**config.mk**
```make
export PLATFORM = sky130hd
export DESIGN_NAME = cfg_int_mc
export DESIGN_NICKNAME = d
export VERILOG_FILES = /design/src/rtl/cfg_int_mc_pkg.sv /design/src/rtl/cfg_int_mc_chreg.sv /design/src/rtl/cfg_int_mc.sv
export SDC_FILE = /design/constraint.sdc
export NUM_CORES = 1
export LEC_CHECK = 0
export CAP_MARGIN = 20
export CORE_MARGIN = 4
export CORE_UTILIZATION = 40
export DETAILED_ROUTE_END_ITERATION = 10
export PLACE_DENSITY = 0.62
export SETUP_SLACK_MARGIN = 0.05
export SLEW_MARGIN = 20
export SYNTH_ARGS = -nofsm -noshare
export SYNTH_HDL_FRONTEND = slang
export SYNTH_HIERARCHICAL = 1
export SYNTH_SLANG_ARGS = --single-unit
```
**constraint.sdc**
```tcl
create_clock -name clk -period 5 [get_ports clk]
set_input_delay 0.5 -clock clk [delete_from_list [all_inputs] [get_ports clk]]
set_output_delay 0.5 -clock clk [all_outputs]
set_load 0.03 [all_outputs]
```
**src/rtl/cfg_int_mc_pkg.sv**
```systemverilog
// rtl/cfg_int_mc_pkg.sv - shared constants and types for the codec configuration interface
package cfg_int_mc_pkg;

    localparam int CH_W        = 4;
    localparam int CH_EN_BIT   = 0;
    localparam int CH_LAW_BIT  = 1;
    localparam int CH_RATE_LSB = 2;
    localparam int CH_RATE_MSB = 3;

    typedef enum logic [1:0] {
        RATE_40K = 2'b00,
        RATE_32K = 2'b01,
        RATE_24K = 2'b10,
        RATE_16K = 2'b11
    } rate_e;

    typedef enum logic {
        LAW_MU = 1'b0,
        LAW_A  = 1'b1
    } law_e;

    localparam int GC_COMMIT_BIT  = 0;
    localparam int GC_CLEAR_BIT   = 1;
    localparam int GC_PAR_INV_BIT = 2;

    typedef enum logic {
        ST_IDLE = 1'b0,
        ST_ACK  = 1'b1
    } host_state_e;

endpackage

```
**src/rtl/cfg_int_mc_chreg.sv**
```systemverilog
// rtl/cfg_int_mc_chreg.sv - one channel's shadow/active register pair (parity with CFG_INT_MC_PARITY_EN)
module cfg_int_mc_chreg
    import cfg_int_mc_pkg::*;
(
    input  logic            clk,
    input  logic            reset,
    input  logic            wr_en,
    input  logic [CH_W-1:0] wr_data,
    input  logic            clear,
    input  logic            commit,
`ifdef CFG_INT_MC_PARITY_EN
    input  logic            par_inv,
    output logic            par_bad,
`endif
    output logic [CH_W-1:0] shadow,
    output logic [CH_W-1:0] active
);

`ifdef CFG_INT_MC_PARITY_EN
    logic par;

    assign par_bad = par ^ (^shadow);

    // A corrupted shadow word never reaches the codec; the old active value is kept.
    always_ff @(posedge clk) begin
        if (reset) begin
            shadow <= '0;
            active <= '0;
            par    <= 1'b0;
        end else begin
            if (commit && !par_bad) begin
                active <= shadow;
            end
            if (clear) begin
                shadow <= '0;
                par    <= 1'b0;
            end else if (wr_en) begin
                shadow <= wr_data;
                par    <= (^wr_data) ^ par_inv;
            end
        end
    end
`else
    always_ff @(posedge clk) begin
        if (reset) begin
            shadow <= '0;
            active <= '0;
        end else begin
            if (commit) begin
                active <= shadow;
            end
            if (clear) begin
                shadow <= '0;
            end else if (wr_en) begin
                shadow <= wr_data;
            end
        end
    end
`endif

endmodule

```
**src/rtl/cfg_int_mc.sv**
```systemverilog
// rtl/cfg_int_mc.sv - multichannel codec config interface, frame-atomic commit (option CFG_INT_MC_PARITY_EN)
module cfg_int_mc
    import cfg_int_mc_pkg::*;
#(
    parameter int NUM_CH = 32,
    parameter int ADDR_W = 7,
    parameter int DATA_W = 8
) (
    input  logic                   clk,
    input  logic                   reset,
    input  logic                   frame_sync,
    input  logic                   cfg_req,
    input  logic                   cfg_we,
    input  logic [ADDR_W-1:0]      cfg_addr,
    input  logic [DATA_W-1:0]      cfg_wdata,
    output logic                   cfg_ack,
    output logic [DATA_W-1:0]      cfg_rdata,
    output logic                   cfg_err,
    output logic [NUM_CH*CH_W-1:0] ch_cfg,
    output logic                   commit_pending,
    output logic                   commit_done
`ifdef CFG_INT_MC_PARITY_EN
    ,
    output logic                   par_err
`endif
);

    host_state_e     state;
    logic            access;
    logic            addr_is_ch;
    logic            addr_is_gc;
    logic            ch_wr;
    logic            gc_wr;
    logic            commit_req;
    logic            clear_req;
    logic            apply;
    logic [CH_W-1:0] shadow_w [NUM_CH];
    logic [CH_W-1:0] rd_ch;
    logic            unused_wdata;

`ifdef CFG_INT_MC_PARITY_EN
    logic              par_arm;
    logic [NUM_CH-1:0] bad_vec;
    logic              rd_bad;
`endif

    assign access       = (state == ST_IDLE) && cfg_req;
    assign addr_is_ch   = cfg_addr < ADDR_W'(NUM_CH);
    assign addr_is_gc   = cfg_addr == ADDR_W'(NUM_CH);
    assign ch_wr        = access && cfg_we && addr_is_ch;
    assign gc_wr        = access && cfg_we && addr_is_gc;
    assign commit_req   = gc_wr && cfg_wdata[GC_COMMIT_BIT];
    assign clear_req    = gc_wr && cfg_wdata[GC_CLEAR_BIT];
    assign apply        = frame_sync && commit_pending;
    assign unused_wdata = ^cfg_wdata;

    for (genvar k = 0; k < NUM_CH; k++) begin : g_ch
        cfg_int_mc_chreg u_chreg (
            .clk     (clk),
            .reset   (reset),
            .wr_en   (ch_wr && (cfg_addr == ADDR_W'(k))),
            .wr_data (cfg_wdata[CH_W-1:0]),
            .clear   (clear_req),
            .commit  (apply),
`ifdef CFG_INT_MC_PARITY_EN
            .par_inv (par_arm),
            .par_bad (bad_vec[k]),
`endif
            .shadow  (shadow_w[k]),
            .active  (ch_cfg[k*CH_W +: CH_W])
        );
    end

    always_comb begin
        rd_ch = '0;
`ifdef CFG_INT_MC_PARITY_EN
        rd_bad = 1'b0;
`endif
        for (int k = 0; k < NUM_CH; k++) begin
            if (cfg_addr == ADDR_W'(k)) begin
                rd_ch = shadow_w[k];
`ifdef CFG_INT_MC_PARITY_EN
                rd_bad = bad_vec[k];
`endif
            end
        end
    end

    // A commit write on an applying frame_sync re-arms for the next frame.
    always_ff @(posedge clk) begin
        if (reset) begin
            state          <= ST_IDLE;
            cfg_ack        <= 1'b0;
            cfg_rdata      <= '0;
            cfg_err        <= 1'b0;
            commit_pending <= 1'b0;
            commit_done    <= 1'b0;
`ifdef CFG_INT_MC_PARITY_EN
            par_err        <= 1'b0;
            par_arm        <= 1'b0;
`endif
        end else begin
            commit_done <= apply;
            if (commit_req) begin
                commit_pending <= 1'b1;
            end else if (apply) begin
                commit_pending <= 1'b0;
            end
`ifdef CFG_INT_MC_PARITY_EN
            if (apply && (|bad_vec)) begin
                par_err <= 1'b1;
            end
            if (gc_wr && cfg_wdata[GC_PAR_INV_BIT]) begin
                par_arm <= 1'b1;
            end else if (ch_wr) begin
                par_arm <= 1'b0;
            end
`endif
            case (state)
                ST_IDLE: begin
                    cfg_ack   <= 1'b0;
                    cfg_rdata <= '0;
                    cfg_err   <= 1'b0;
                    if (cfg_req) begin
                        state   <= ST_ACK;
                        cfg_ack <= 1'b1;
                        if (addr_is_ch) begin
                            cfg_rdata <= cfg_we ? '0 : DATA_W'(rd_ch);
`ifdef CFG_INT_MC_PARITY_EN
                            cfg_err   <= !cfg_we && rd_bad;
`endif
                        end else if (addr_is_gc) begin
                            cfg_rdata <= cfg_we ? '0 : DATA_W'(commit_pending);
                        end else begin
                            cfg_err   <= 1'b1;
                        end
                    end
                end
                default: begin
                    state     <= ST_IDLE;
                    cfg_ack   <= 1'b0;
                    cfg_rdata <= '0;
                    cfg_err   <= 1'b0;
                end
            endcase
        end
    end

endmodule

```
# ---- Word level (Yosys, flattened, before mapping)
# Cells that the tools add are included.
dict set report classes {
  order_cmp 1
  n_eq_ne 32
  mux 40
  bitwise_logic 2
  reduce_logical 45
}
# operator n
set op_table {}
lappend op_table {{4-bit two-way mux} 34}
lappend op_table {{7-bit by 5-bit equality test with 1-bit output, second input constant} 16}
lappend op_table {{7-bit by 4-bit equality test with 1-bit output, second input constant} 8}
lappend op_table {{1-bit logical AND} 39}
lappend op_table {{7-bit by 3-bit equality test with 1-bit output, second input constant} 4}
lappend op_table {{7-bit by 2-bit equality test with 1-bit output, second input constant} 2}
lappend op_table {{7-bit by 1-bit equality test with 1-bit output, second input constant} 1}
lappend op_table {{7-bit by 6-bit equality test with 1-bit output, second input constant} 1}
lappend op_table {{7-bit zero test} 1}
lappend op_table {{7-bit by 6-bit less-than comparator with 1-bit output, second input constant} 1}
lappend op_table {{1-bit two-way mux} 6}
lappend op_table {{2-bit OR reduction} 2}
lappend op_table {{4-bit OR reduction} 1}
lappend op_table {{3-bit OR reduction} 1}
lappend op_table {{1-bit inverter} 2}
lappend op_table {{2-bit nonzero test} 1}
dict set report word_totals {
  register_bits 268
  in_bits 20
  wordCells 189
}

# ---- Longest topological paths before layout
# Gate-level depths: netlist of run 1.
dict set report depth {
  ltp_word 35
  ltp_mapped 10
  depth_no_buf 7
}

# ---- Cells and area by module
# The synthesis of run 1 kept the hierarchy.
# module instances cells_each area_per_inst_um2 seq_area_each_um2
set by_module_without_submodules {}
lappend by_module_without_submodules {cfg_int_mc_chreg 32 27 289.0 160.2}
lappend by_module_without_submodules {cfg_int_mc 1 312 2209.6 160.2}

# ---- Least setup slack after synthesis of run 1
# Ideal clock, no wire load.
dict set report synth_path {
  kind {in2reg}
  startpoint {input port cfg_addr[2]}
  endpoint {register g_ch[0].u_chreg.shadow[0]}
  setup_ns 0.252
  t_arrival_ns 4.042
  setup_slack_ns 0.706
  path_stages 6
  n_path_buf 1
  cell_sequence {buf_2 -> nor2_1 -> nand2_1 -> nor4b_1 -> and3_1 -> nor3_1}
}
dict set report synth_via {
  elab_chain_cells 4
}
# element line
set synth_lines {}
lappend synth_lines {{start: declaration} cfg_int_mc.sv:14} ;# input logic [ADDR_W-1:0] cfg_addr,
lappend synth_lines {{7-bit by 6-bit equality test with 1-bit output} cfg_int_mc.sv:49} ;# assign addr_is_gc = cfg_addr == ADDR_W'(NUM_CH);
lappend synth_lines {{1-bit logical AND} cfg_int_mc.sv:51} ;# assign gc_wr = access && cfg_we && addr_is_gc;
lappend synth_lines {{1-bit logical AND} cfg_int_mc.sv:53} ;# assign clear_req = gc_wr && cfg_wdata[GC_CLEAR_BIT];
lappend synth_lines {{via clear_req} cfg_int_mc.sv:35} ;# logic clear_req;
lappend synth_lines {{2-bit OR reduction (no source line)} n/a}
lappend synth_lines {{end signal: assignment} cfg_int_mc_chreg.sv:55} ;# shadow <= wr_data;
lappend synth_lines {{end: declaration} cfg_int_mc_chreg.sv:15} ;# output logic [CH_W-1:0] shadow,
# The timed path passes the listed nets, and every way through them passes these cells.
# A chain may end at the register's enable or synchronous reset.

# ---- Worst setup path after layout of run 1
dict set report layout_path {
  startpoint {input port cfg_addr[3]}
  endpoint {register g_ch[2].u_chreg.shadow[3]}
}
dict set report layout_via {
  elab_chain_cells 4
}
# element line
set layout_lines {}
lappend layout_lines {{7-bit by 6-bit equality test with 1-bit output} cfg_int_mc.sv:49}
lappend layout_lines {{1-bit logical AND} cfg_int_mc.sv:51}
lappend layout_lines {{1-bit logical AND} cfg_int_mc.sv:53}
lappend layout_lines {{via clear_req} cfg_int_mc.sv:35}
lappend layout_lines {{2-bit OR reduction (no source line)} n/a}
lappend layout_lines {{end signal: assignment} cfg_int_mc_chreg.sv:55}
lappend layout_lines {{end: declaration} cfg_int_mc_chreg.sv:15}
# The timed path passes the listed nets, and every way through them passes these cells.

==> impl_metrics.tcl, run 1 <==
set metrics [dict create \
    run_status "complete, no violations" \
    power-per-cell-area_mw_per_mm2 321 \
    portion_of_netlist_area_occupied_by_mux_cells_pct 25.9 \
    slew_violations 0 \
    timing.final.hold_violations 0 \
    numClockSinks 264 \
    synth_seq_area_share_pct 46.1 \
    synth_compound_area_share_pct 6.22 \
    final_util_pct 49.8 \
    grt_util_met3_pct 3.42 \
    ys_types 69 \
    grt_pass1_vias 8790 \
    routedWlPerCell_um 20.2 \
    adder_cell_share_of_the_synthesized_area_pct 0 \
    postRouteAntennaNets 0 \
    clock_skew_ns 0.0150 \
    number_of_rows_in_the_core_area 61 \
    worst_r2r_endpoint "g_ch[2].u_chreg/shadow[3]" \
    cp_endpoint "g_ch[2].u_chreg/shadow[3]" \
    total_i_o_pin_count 160 \
    dpl_worst_slack_ns 1.46 \
    grt_antenna_before_repair 0 \
    floorplan.die.width_um 177 \
    ys_ff_latch 264 \
    crit_path_max_incr_delay_ns 0.73 \
    groute.layer.met1.usage_pct 31.4 \
    min-delay-path-class "in -> reg" \
    synth-simple-area-share_pct 16.3 \
    grt_pass1_wl_um 52600 \
    r2r_start "state" \
    routabilityCongestion 0.937 \
    number_of_enable_flip_flop_cells_after_synthesis 0 \
    worstSkewPairLatency_ns 0.55 \
    totalWireLength_um 33300 \
    synth_warnings 6 \
    max_slew.worst_pin.slew_ns 0.997 \
    relSlewSlack_pct 33.5 \
    postSynthAreaPerCell_um2 9.74 \
    synth_top_family_by_area "multiplexers" \
    gate_count_post_synth 1176 \
    htree_levels 1 \
    clock_pin_slew_on_the_worst_setup_and_hold_paths_ns 0.06 \
    setup_tns_ns 0 \
    timing.max_cap.violations 0 \
    ir_drop_mv 0.217 \
    yosysTopAreaCell "sky130_fd_sc_hd__dfxtp_1" \
    worstSetupStartpoint "cfg_addr[3]" \
    setup_ws_ns 1.92 \
    placeableCoreArea_mm2 0.0280 \
    rsz0062_at_grt "false" \
    fill_cells 2665 \
    drc 0 \
    synth_area_mm2 0.0115 \
    setup.worst_path.end_class "register" \
    dp.final_hpwl_um 22200 \
    ys_dominant_reg_cell "sky130_fd_sc_hd__dfxtp_1" \
    cp_data_required_time_ns 5.39 \
    worst-endpoint-arrival_ns 3.46 \
    maximum_number_of_pins_on_one_net_before_global_route_repair 129 \
    r2r_setup_slack_ns 2.50 \
    p_leak_nw 4.40 \
    finalCritPeriodShare_pct 61.5 \
    synth_top_area_share_pct 46.1 \
    dr_total_vias 8991 \
    place.port_buffers 151 \
    startpoint_type "primary input" \
    globalRoute.totalOverflow 0 \
    drtPass1Iterations 5 \
    diodes 0 \
    start_util_pct 40.9 \
    grt_use_met2_pct 31.1 \
    layout-area-overhead-vs-synth_pct 21.8 \
    number_of_gates_resized_after_cts 0 \
    cts_buffers 28 \
    initialDrtViolationCount 847 \
    worst-path-max-fanout 128 \
    worstRegToRegCells 6 \
    synth.area.top_cells "sky130_fd_sc_hd__dfxtp_1, sky130_fd_sc_hd__mux2i_1, sky130_fd_sc_hd__nor2_1, sky130_fd_sc_hd__nor3_1, sky130_fd_sc_hd__clkbuf_2" \
    grt_most_used_layer "met1" \
    cell_type_of_the_slowest_stage_on_the_worst_timing_path "sky130_fd_sc_hd__clkdlybuf4s50_1" \
    cts_setup_buffers 0 \
    setup-violations-final 0 \
    die_height_um 177 \
    final_layout_size_suffix_gt1_share_pct 7.70 \
    maximum_buffer_depth_of_the_clock_tree 3 \
    crit_path_cell_trace "clkdlybuf4s50_1, nor2_1, nand2_1, nor4b_1, buf_4, and3_4, buf_12, nor3_1" \
    vias_per_cell 5.45 \
    finish.net_count 1272 \
    clk_root_buffer_cell "sky130_fd_sc_hd__clkbuf_16" \
    achievable-frequency_mhz 325 \
    yosys.area_share.xor_xnor_pct 0 \
    path_class "in -> reg" \
    cts_tree "built" \
    cts_hold_repair.buffers 0 \
    power.total_mw 4.47 \
    grtUsageTotal_pct 20.8 \
    min_period_ns 3.08 \
    asyncSetResetFlopFracSynth_pct 0 \
    die-area_mm2 0.0314 \
]
==> cell type report <==
cell class	count	area, um^2	share of cell area (%)
clock inverters	15	189	1.35
inverters	5	18.8	0.134
flip-flops and latches	264	5290	37.9
clock buffers	36	792	5.68
repair buffers	166	1630	11.6
well taps	378	473	3.39
multi-input cells	787	5570	39.9
==> cell usage in the layout (no fill, tap or decap), types with 3 or more instances in the layout <==
cell type	n
sky130_fd_sc_hd__a31oi_1	5
sky130_fd_sc_hd__or3_1	3
sky130_fd_sc_hd__clkdlybuf4s50_1	145
sky130_fd_sc_hd__mux2i_1	269
sky130_fd_sc_hd__conb_1	4
sky130_fd_sc_hd__nor2_1	183
sky130_fd_sc_hd__clkbuf_16	29
sky130_fd_sc_hd__buf_2	5
sky130_fd_sc_hd__nand3_1	10
sky130_fd_sc_hd__nor3b_1	3
sky130_fd_sc_hd__a221o_1	5
sky130_fd_sc_hd__nor4b_1	3
sky130_fd_sc_hd__inv_1	4
sky130_fd_sc_hd__mux4_2	8
sky130_fd_sc_hd__a211oi_1	4
sky130_fd_sc_hd__a21oi_1	16
sky130_fd_sc_hd__nor3_1	135
sky130_fd_sc_hd__nand2b_1	7
sky130_fd_sc_hd__o22ai_1	3
sky130_fd_sc_hd__o21ai_0	12
sky130_fd_sc_hd__clkinv_2	7
sky130_fd_sc_hd__a21o_1	3
sky130_fd_sc_hd__nor2b_1	7
sky130_fd_sc_hd__dfxtp_1	264
sky130_fd_sc_hd__buf_4	13
sky130_fd_sc_hd__nand2_1	28
sky130_fd_sc_hd__o2111ai_1	3
sky130_fd_sc_hd__a221oi_1	3
sky130_fd_sc_hd__bufinv_16	4
sky130_fd_sc_hd__clkbuf_1	3
sky130_fd_sc_hd__mux2_2	8
sky130_fd_sc_hd__o211ai_1	7
sky130_fd_sc_hd__clkbuf_8	4
sky130_fd_sc_hd__o32ai_1	3
==> routing by layer <==
metal / vias to the layer above / part of all wire (%)
met3: 48 / 6.6
met1: 4349 / 48
met5: - / 0
li1: 4295 / -
met4: 0 / 1.9
met2: 299 / 43
==> critical path, delay by kind of cell <==
family / cells / cell delay (ns)
buffers and inverters: 3 / 1.33
AND/OR/NAND/NOR: 5 / 1.49
==> cells by family after synthesis <==
logic type             after synthesis
and+or+nand+nor                    403
buffers and inverters              128
AOI/OAI and AO/OA                   95
other                                1
DFF                                264
muxes                              285
==> stage by stage <==
step	instances	instance area [um^2]	hold WS (ns)
finish	1651	14000	0.436
global route	1651	14000	0.463
CTS	1651	14000	0.425
detailed placement	1600	13000	0.481
global placement	1600	13000	0.473
floorplan	1179	11500	0.478
==> cells in the mapped netlist, types with 4 or more instances <==
cell and number:
sky130_fd_sc_hd__inv_1 4, sky130_fd_sc_hd__nand2b_1 7, sky130_fd_sc_hd__clkbuf_2 64, sky130_fd_sc_hd__mux2_2 8
sky130_fd_sc_hd__nor2_1 183, sky130_fd_sc_hd__buf_1 33, sky130_fd_sc_hd__nor3_1 135, sky130_fd_sc_hd__dfxtp_1 264
sky130_fd_sc_hd__o211ai_1 7, sky130_fd_sc_hd__nand2_1 28, sky130_fd_sc_hd__buf_2 9, sky130_fd_sc_hd__nand3_1 10
sky130_fd_sc_hd__a21oi_1 16, sky130_fd_sc_hd__a211oi_1 4, sky130_fd_sc_hd__o21ai_0 12, sky130_fd_sc_hd__buf_4 9
sky130_fd_sc_hd__mux2i_1 269, sky130_fd_sc_hd__a221o_1 5, sky130_fd_sc_hd__clkbuf_1 6, sky130_fd_sc_hd__nor2b_1 7
sky130_fd_sc_hd__a31oi_1 5, sky130_fd_sc_hd__mux4_2 8
==> worst min-delay path by stage <==
stage	slack (ns)	start	endpoint	depth (start not counted)
global route	0.46	reset	g_ch[11].u_chreg/active[1]	2
detailed placement	0.48	g_ch[24].u_chreg/active[2]	g_ch[24].u_chreg/active[2]	2
floorplan	0.48	g_ch[15].u_chreg/shadow[2]	g_ch[15].u_chreg/active[2]	2
global placement	0.47	g_ch[18].u_chreg/active[2]	g_ch[18].u_chreg/active[2]	2
CTS	0.43	reset	g_ch[6].u_chreg/active[3]	2
finish	0.44	reset	g_ch[31].u_chreg/active[0]	2
==> state kept, by name, summed over array words and instances, names as in the netlist <==
signal and flops:
cfg_err 1, cfg_rdata 4, state 1, commit_pending 1, commit_done 1, g_ch.u_chreg/active 128, g_ch.u_chreg/shadow 128
==> where the power goes <==
part / switching (mW) / internal [mW] / leakage, nW
logic: 0.138 / 0.0433 / 1.79
clock network: 0.861 / 1.33 / 0.487
registers: 0.00121 / 2.10 / 2.13
Note: power is estimated with default switching activity, not from simulation.
==> run 2: changes to the inputs <==
--- a/config.mk
+++ b/config.mk
@@ -9,7 +9,7 @@
 export CORE_MARGIN = 4
 export CORE_UTILIZATION = 40
 export DETAILED_ROUTE_END_ITERATION = 10
-export PLACE_DENSITY = 0.62
+export PLACE_DENSITY = 0.65
 export SETUP_SLACK_MARGIN = 0.05
 export SLEW_MARGIN = 20
 export SYNTH_ARGS = -nofsm -noshare
==> constraint.sdc (replaced) <==
create_clock -name clk -period 2.76 [get_ports clk]
set_input_delay 0.276 -clock clk [delete_from_list [all_inputs] [get_ports clk]]
set_output_delay 0.276 -clock clk [all_outputs]
set_load 0.03 [all_outputs]
==> impl_metrics.tcl, run 2 (same netlist as run 1, synthesis figures left out) <==
set metrics [dict create \
    run_status "complete, no violations" \
    die_height_um 177 \
    cts_hold_repair.buffers 0 \
    critical_path_buf_inv_count 3 \
    hold_ws_ns 0.160 \
    final_cell_mix "sky130_fd_sc_hd__mux2i_1, sky130_fd_sc_hd__dfxtp_1, sky130_fd_sc_hd__nor2_1, sky130_fd_sc_hd__clkdlybuf4s50_1, sky130_fd_sc_hd__nor3_1" \
    relSlewSlack_pct 44.6 \
    numClockSinks 264 \
    htree_levels 1 \
    power-per-cell-area_mw_per_mm2 545 \
    grtUsageTotal_pct 21.1 \
    drc 0 \
    finalCritPeriodShare_pct 82.6 \
    floorplan.die.width_um 177 \
    p_leak_nw 4.86 \
    globalRoute.totalOverflow 0 \
    cell_internal_pwr_mw 6.20 \
    rsz0062_at_grt "false" \
    min-delay-path-class "in -> reg" \
    power.combinational.fraction_pct 4.7 \
    worst_path_most_repeated_cell "sky130_fd_sc_hd__buf_4" \
    cts_buffers 29 \
    crit_path_max_incr_delay_ns 0.57 \
    achievable-frequency_mhz 439 \
    cts_setup_buffers 0 \
    dp.final_hpwl_um 23500 \
    finish.net_count 1365 \
    slew_violations 0 \
    worst-path-max-fanout 8 \
    routabilityCongestion 0.944 \
    clock_skew_ns 0.00775 \
    initialDrtViolationCount 684 \
    commonest_non_fill_non_tap_cell_in_the_layout "sky130_fd_sc_hd__mux2i_1" \
    clock_pin_slew_on_the_worst_setup_and_hold_paths_ns 0.06 \
    max_slew.worst_pin.slew_ns 0.832 \
    grt_antenna_before_repair 0 \
    worst-endpoint-arrival_ns 2.70 \
    switching_share_pct 22.6 \
    cts_tree "built" \
    cell_type_of_the_slowest_stage_on_the_worst_timing_path "sky130_fd_sc_hd__clkdlybuf4s50_1" \
    layout-area-overhead-vs-synth_pct 28.3 \
    timing.final.hold_violations 0 \
    ir_drop_mv 0.373 \
    setup.worst_path.end_class "register" \
    p_switching_mw 1.81 \
    total_i_o_pin_count 160 \
    critical_path.top_delay_family "buffers and inverters" \
    clk_root_buffer_cell "sky130_fd_sc_hd__clkbuf_16" \
    number_of_rows_in_the_core_area 61 \
    path_class "in -> reg" \
    reg.largest.list "g_ch.u_chreg/active (128), g_ch.u_chreg/shadow (128), cfg_rdata (4)" \
    totalWireLength_um 33800 \
    die-area_mm2 0.0314 \
    grt_pass1_vias 9105 \
    maximum_buffer_depth_of_the_clock_tree 3 \
    setup_ws_ns 0.481 \
    diodes 0 \
    final_layout_size_suffix_gt1_share_pct 13.8 \
    pwr-share-seq_pct 47.6 \
    grt_pass1_wl_um 53300 \
    final_cell_area_mm2 0.0147 \
    place.port_buffers 151 \
    vias_per_cell 5.33 \
    cp_data_required_time_ns 3.18 \
    postRouteAntennaNets 0 \
    routedWlPerCell_um 19.4 \
    number_of_gates_resized_after_cts 0 \
    timing.max_cap.violations 0 \
    setup-violations-final 0 \
    placeableCoreArea_mm2 0.0280 \
    numPlacedInstances 1692 \
    min_period_ns 2.28 \
    power.share.clock_pct 47.7 \
    maximum_number_of_pins_on_one_net_before_global_route_repair 182 \
    drtPass1Iterations 5 \
    non_filler_instance_count_after_layout 1745 \
    worstSkewPairLatency_ns 0.54 \
    placed_cell_area_mm2 0.0137 \
    dpl_worst_slack_ns -0.0210 \
    dr_total_vias 9309 \
    start_util_pct 40.9 \
    crit_path_cell_trace "clkdlybuf4s50_1, buf_4, nor3b_4, buf_4, nand2_1, nor2_1, a21oi_1, o21ai_0, a31oi_1, a221o_1" \
    startpoint_type "primary input" \
    setup_tns_ns 0 \
]
## run 2: final cells by class
class / instances / area, um^2
Clock buffer: 42 / 865
Clock inverter: 11 / 98.8
Fill cell: 2577 / 13300
Inverter: 5 / 18.8
Multi-Input combinational cell: 787 / 5570
Sequential cell: 264 / 5290
Tap cell: 378 / 473
Timing Repair Buffer: 258 / 2390
## run 2: layer usage
metal  vias to the layer above  share of wire (%)  global-route usage, %
li1                       4495                  -                      -
met5                         -                  0                      0
met4                         0                1.9                   4.90
met1                      4503                 49                   31.7
met3                        49                4.6                   2.71
met2                       262                 44                   32.2
## run 2: power by group through the flow
stage	sequential, mW	combinational (mW)	clock (mW)
after floorplan	3.90	0.195	0
after global placement	3.90	0.377	0
after detailed placement	3.90	0.376	0
after CTS	3.81	0.377	3.90
after global routing	3.81	0.404	4.07
final	3.81	0.380	3.82
## run 2: final timing paths
path,endpoint,slack (ns),depth (start not counted),startpoint
min reg2reg,g_ch[11].u_chreg/active[3],0.49,2,g_ch[11].u_chreg/active[3]
min,state,0.16,4,reset
max reg2reg,cfg_rdata[0],0.64,6,state
max,cfg_rdata[0],0.48,10,cfg_addr[6]
## run 2: through the flow
| step | power, mW | util (%) |
|---|---|---|
| CTS | 8.10 | 52.5 |
| global placement | 4.28 | 49.1 |
| global route | 8.29 | 52.5 |
| detailed placement | 4.27 | 49.1 |
| floorplan | 4.10 | - |
| finish | 8.01 | 52.5 |
## run 2: worst register-to-register path, delay by kind of cell (launching register included)
kind,cells,cell delay [ns]
simple gates,2,0.92
compound gates,4,0.81
flops,1,0.34
==> run 3: changes to the inputs <==
--- a/config.mk
+++ b/config.mk
@@ -9,7 +9,7 @@
 export CORE_MARGIN = 4
 export CORE_UTILIZATION = 40
 export DETAILED_ROUTE_END_ITERATION = 10
-export PLACE_DENSITY = 0.65
+export PLACE_DENSITY = 0.62
 export SETUP_SLACK_MARGIN = 0.05
 export SLEW_MARGIN = 20
 export SYNTH_ARGS = -nofsm -noshare
==> constraint.sdc (replaced) <==
create_clock -name clk -period 2.3 [get_ports clk]
set_input_delay 0.23 -clock clk [delete_from_list [all_inputs] [get_ports clk]]
set_output_delay 0.23 -clock clk [all_outputs]
set_load 0.03 [all_outputs]
==> impl_metrics.tcl, run 3 (same netlist as run 1, synthesis figures left out) <==
set metrics [dict create \
    path_class "in -> reg" \
    non_filler_instance_count_after_layout 1782 \
    timing.final.hold_violations 0 \
    clk_root_buffer_cell "sky130_fd_sc_hd__clkbuf_16" \
    floorplan.die.width_um 177 \
    max_slew.worst_pin.slew_ns 1.13 \
    final_cell_mix "sky130_fd_sc_hd__mux2i_1, sky130_fd_sc_hd__dfxtp_1, sky130_fd_sc_hd__nor2_1, sky130_fd_sc_hd__clkdlybuf4s50_1, sky130_fd_sc_hd__nor3_1" \
    vias_per_cell 5.25 \
    grt_antenna_before_repair 0 \
    cts_tree "built" \
    run_status "complete, no violations" \
    htree_levels 1 \
    setup-violations-final 0 \
    clock_skew_ns 0.0130 \
    reg.largest.list "g_ch.u_chreg/active (128), g_ch.u_chreg/shadow (128), cfg_rdata (4)" \
    cts_buffers 28 \
    routedWlPerCell_um 19.5 \
    drc 0 \
    routabilityCongestion 0.948 \
    drtPass1Iterations 7 \
    maximum_buffer_depth_of_the_clock_tree 3 \
    numPlacedInstances 1730 \
    relSlewSlack_pct 25.0 \
    startpoint_type "primary input" \
    final_cell_area_mm2 0.0151 \
    start_util_pct 40.9 \
    achievable-frequency_mhz 462 \
    min-delay-path-class "in -> reg" \
    number_of_rows_in_the_core_area 61 \
    timing.max_cap.violations 0 \
    worst-path-max-fanout 13 \
    die-area_mm2 0.0314 \
    cts_setup_buffers 0 \
    numClockSinks 264 \
    dr_total_vias 9359 \
    postRouteAntennaNets 0 \
    fill_cells 2593 \
    globalRoute.totalOverflow 0 \
    seqCellArea_mm2 0.00529 \
    layout-area-overhead-vs-synth_pct 31.9 \
    commonest_non_fill_non_tap_cell_in_the_layout "sky130_fd_sc_hd__mux2i_1" \
    placeableCoreArea_mm2 0.0280 \
    placed_cell_area_mm2 0.0141 \
    slew_violations 0 \
    p_leak_nw 5.10 \
    multi_input_comb_area_mm2 0.00559 \
    power-per-cell-area_mw_per_mm2 650 \
    rsz0062_at_grt "false" \
    grt_pass1_vias 9306 \
    setup_ws_ns 0.134 \
    grtUsageTotal_pct 21.9 \
    min_period_ns 2.17 \
    maximum_number_of_pins_on_one_net_before_global_route_repair 222 \
    diodes 0 \
    clock_pin_slew_on_the_worst_setup_and_hold_paths_ns 0.06 \
    ir_drop_mv 0.484 \
    cts_hold_repair.buffers 0 \
    place.port_buffers 151 \
    setup.worst_path.end_class "register" \
    die_height_um 177 \
    final_layout_size_suffix_gt1_share_pct 16.4 \
    dpl_worst_slack_ns -0.529 \
    initialDrtViolationCount 651 \
    dp.final_hpwl_um 24900 \
    cp_data_required_time_ns 2.73 \
    total_i_o_pin_count 160 \
    grt_pass1_wl_um 55100 \
    final_util_pct 54.0 \
    totalWireLength_um 34800 \
    worst-endpoint-arrival_ns 2.60 \
    worstSkewPairLatency_ns 0.55 \
    finish.net_count 1402 \
    finalCritPeriodShare_pct 94.2 \
]
## run 3: changes by cell type in the layout (fill, tap and decap cells not counted), moves of 2 or more
cell	previous run	this run
sky130_fd_sc_hd__clkinvlp_4	3	0
sky130_fd_sc_hd__buf_12	7	13
sky130_fd_sc_hd__bufinv_16	1	4
sky130_fd_sc_hd__clkbuf_8	9	7
sky130_fd_sc_hd__buf_4	100	132
sky130_fd_sc_hd__clkinv_2	4	7
sky130_fd_sc_hd__nor2_1	183	181
sky130_fd_sc_hd__nor2_2	2	4
sky130_fd_sc_hd__inv_6	3	0
## run 3: area by class of cell
class / instances / area share [%]
Clock buffer: 39 / 5.37
Clock inverter: 13 / 1.19
Inverter: 5 / 0.124
Multi-Input combinational cell: 787 / 37.0
Sequential cell: 264 / 35.0
Tap cell: 378 / 3.13
Timing Repair Buffer: 296 / 18.2
## run 3: worst max-delay path, cell delays in order
cell and delay [ns]:
sky130_fd_sc_hd__clkdlybuf4s50_1 0.50, sky130_fd_sc_hd__buf_4 0.22, sky130_fd_sc_hd__or2_2 0.24, sky130_fd_sc_hd__nor2_2 0.09
sky130_fd_sc_hd__a22oi_1 0.34, sky130_fd_sc_hd__buf_4 0.18, sky130_fd_sc_hd__o211ai_1 0.14, sky130_fd_sc_hd__o21ai_1 0.22
sky130_fd_sc_hd__a31oi_1 0.15, sky130_fd_sc_hd__a221o_1 0.28
## run 3: what timing repair did
action	4_1_cts	5_1_grt
pin swaps	0	0
setup endpoints to repair	1	2
resized for setup	1	2
## run 3: through the flow
stage	hold WS, ns	TNS [ns]	power, mW
after floorplan	0.302	0	4.92
after global placement	0.473	-17.64	5.17
after detailed placement	0.481	-16.12	5.16
after CTS	0.0808	0	9.94
after global routing	0.108	0	10.2
final	0.104	0	9.83
## run 3: layer usage
metal / GRT usage (%) / vias up / part of all wire (%)
met4: 4.38 / 0 / 1.8
met3: 3.10 / 39 / 5.2
li1: - / 4569 / -
met1: 32.8 / 4512 / 50
met5: 0 / - / 0
met2: 33.7 / 239 / 43
## run 3: final timing paths
path              slack, ns                      start                        end  cells past startpoint
hold / removal         0.10                      reset                      state                      4
setup / recovery       0.13                cfg_addr[2]               cfg_rdata[0]                     10
setup reg to reg       0.18                      state               cfg_rdata[0]                      6
hold reg to reg        0.49  g_ch[0].u_chreg/active[2]  g_ch[0].u_chreg/active[2]                      2
## run 3: report_power, final
| group | switching [mW] | total [mW] | internal [mW] |
|---|---|---|---|
| Sequential | 0.00238 | 4.58 | 4.58 |
| Clock | 1.85 | 4.76 | 2.91 |
| Combinational | 0.317 | 0.489 | 0.172 |
| Total | 2.17 | 9.83 | 7.66 |
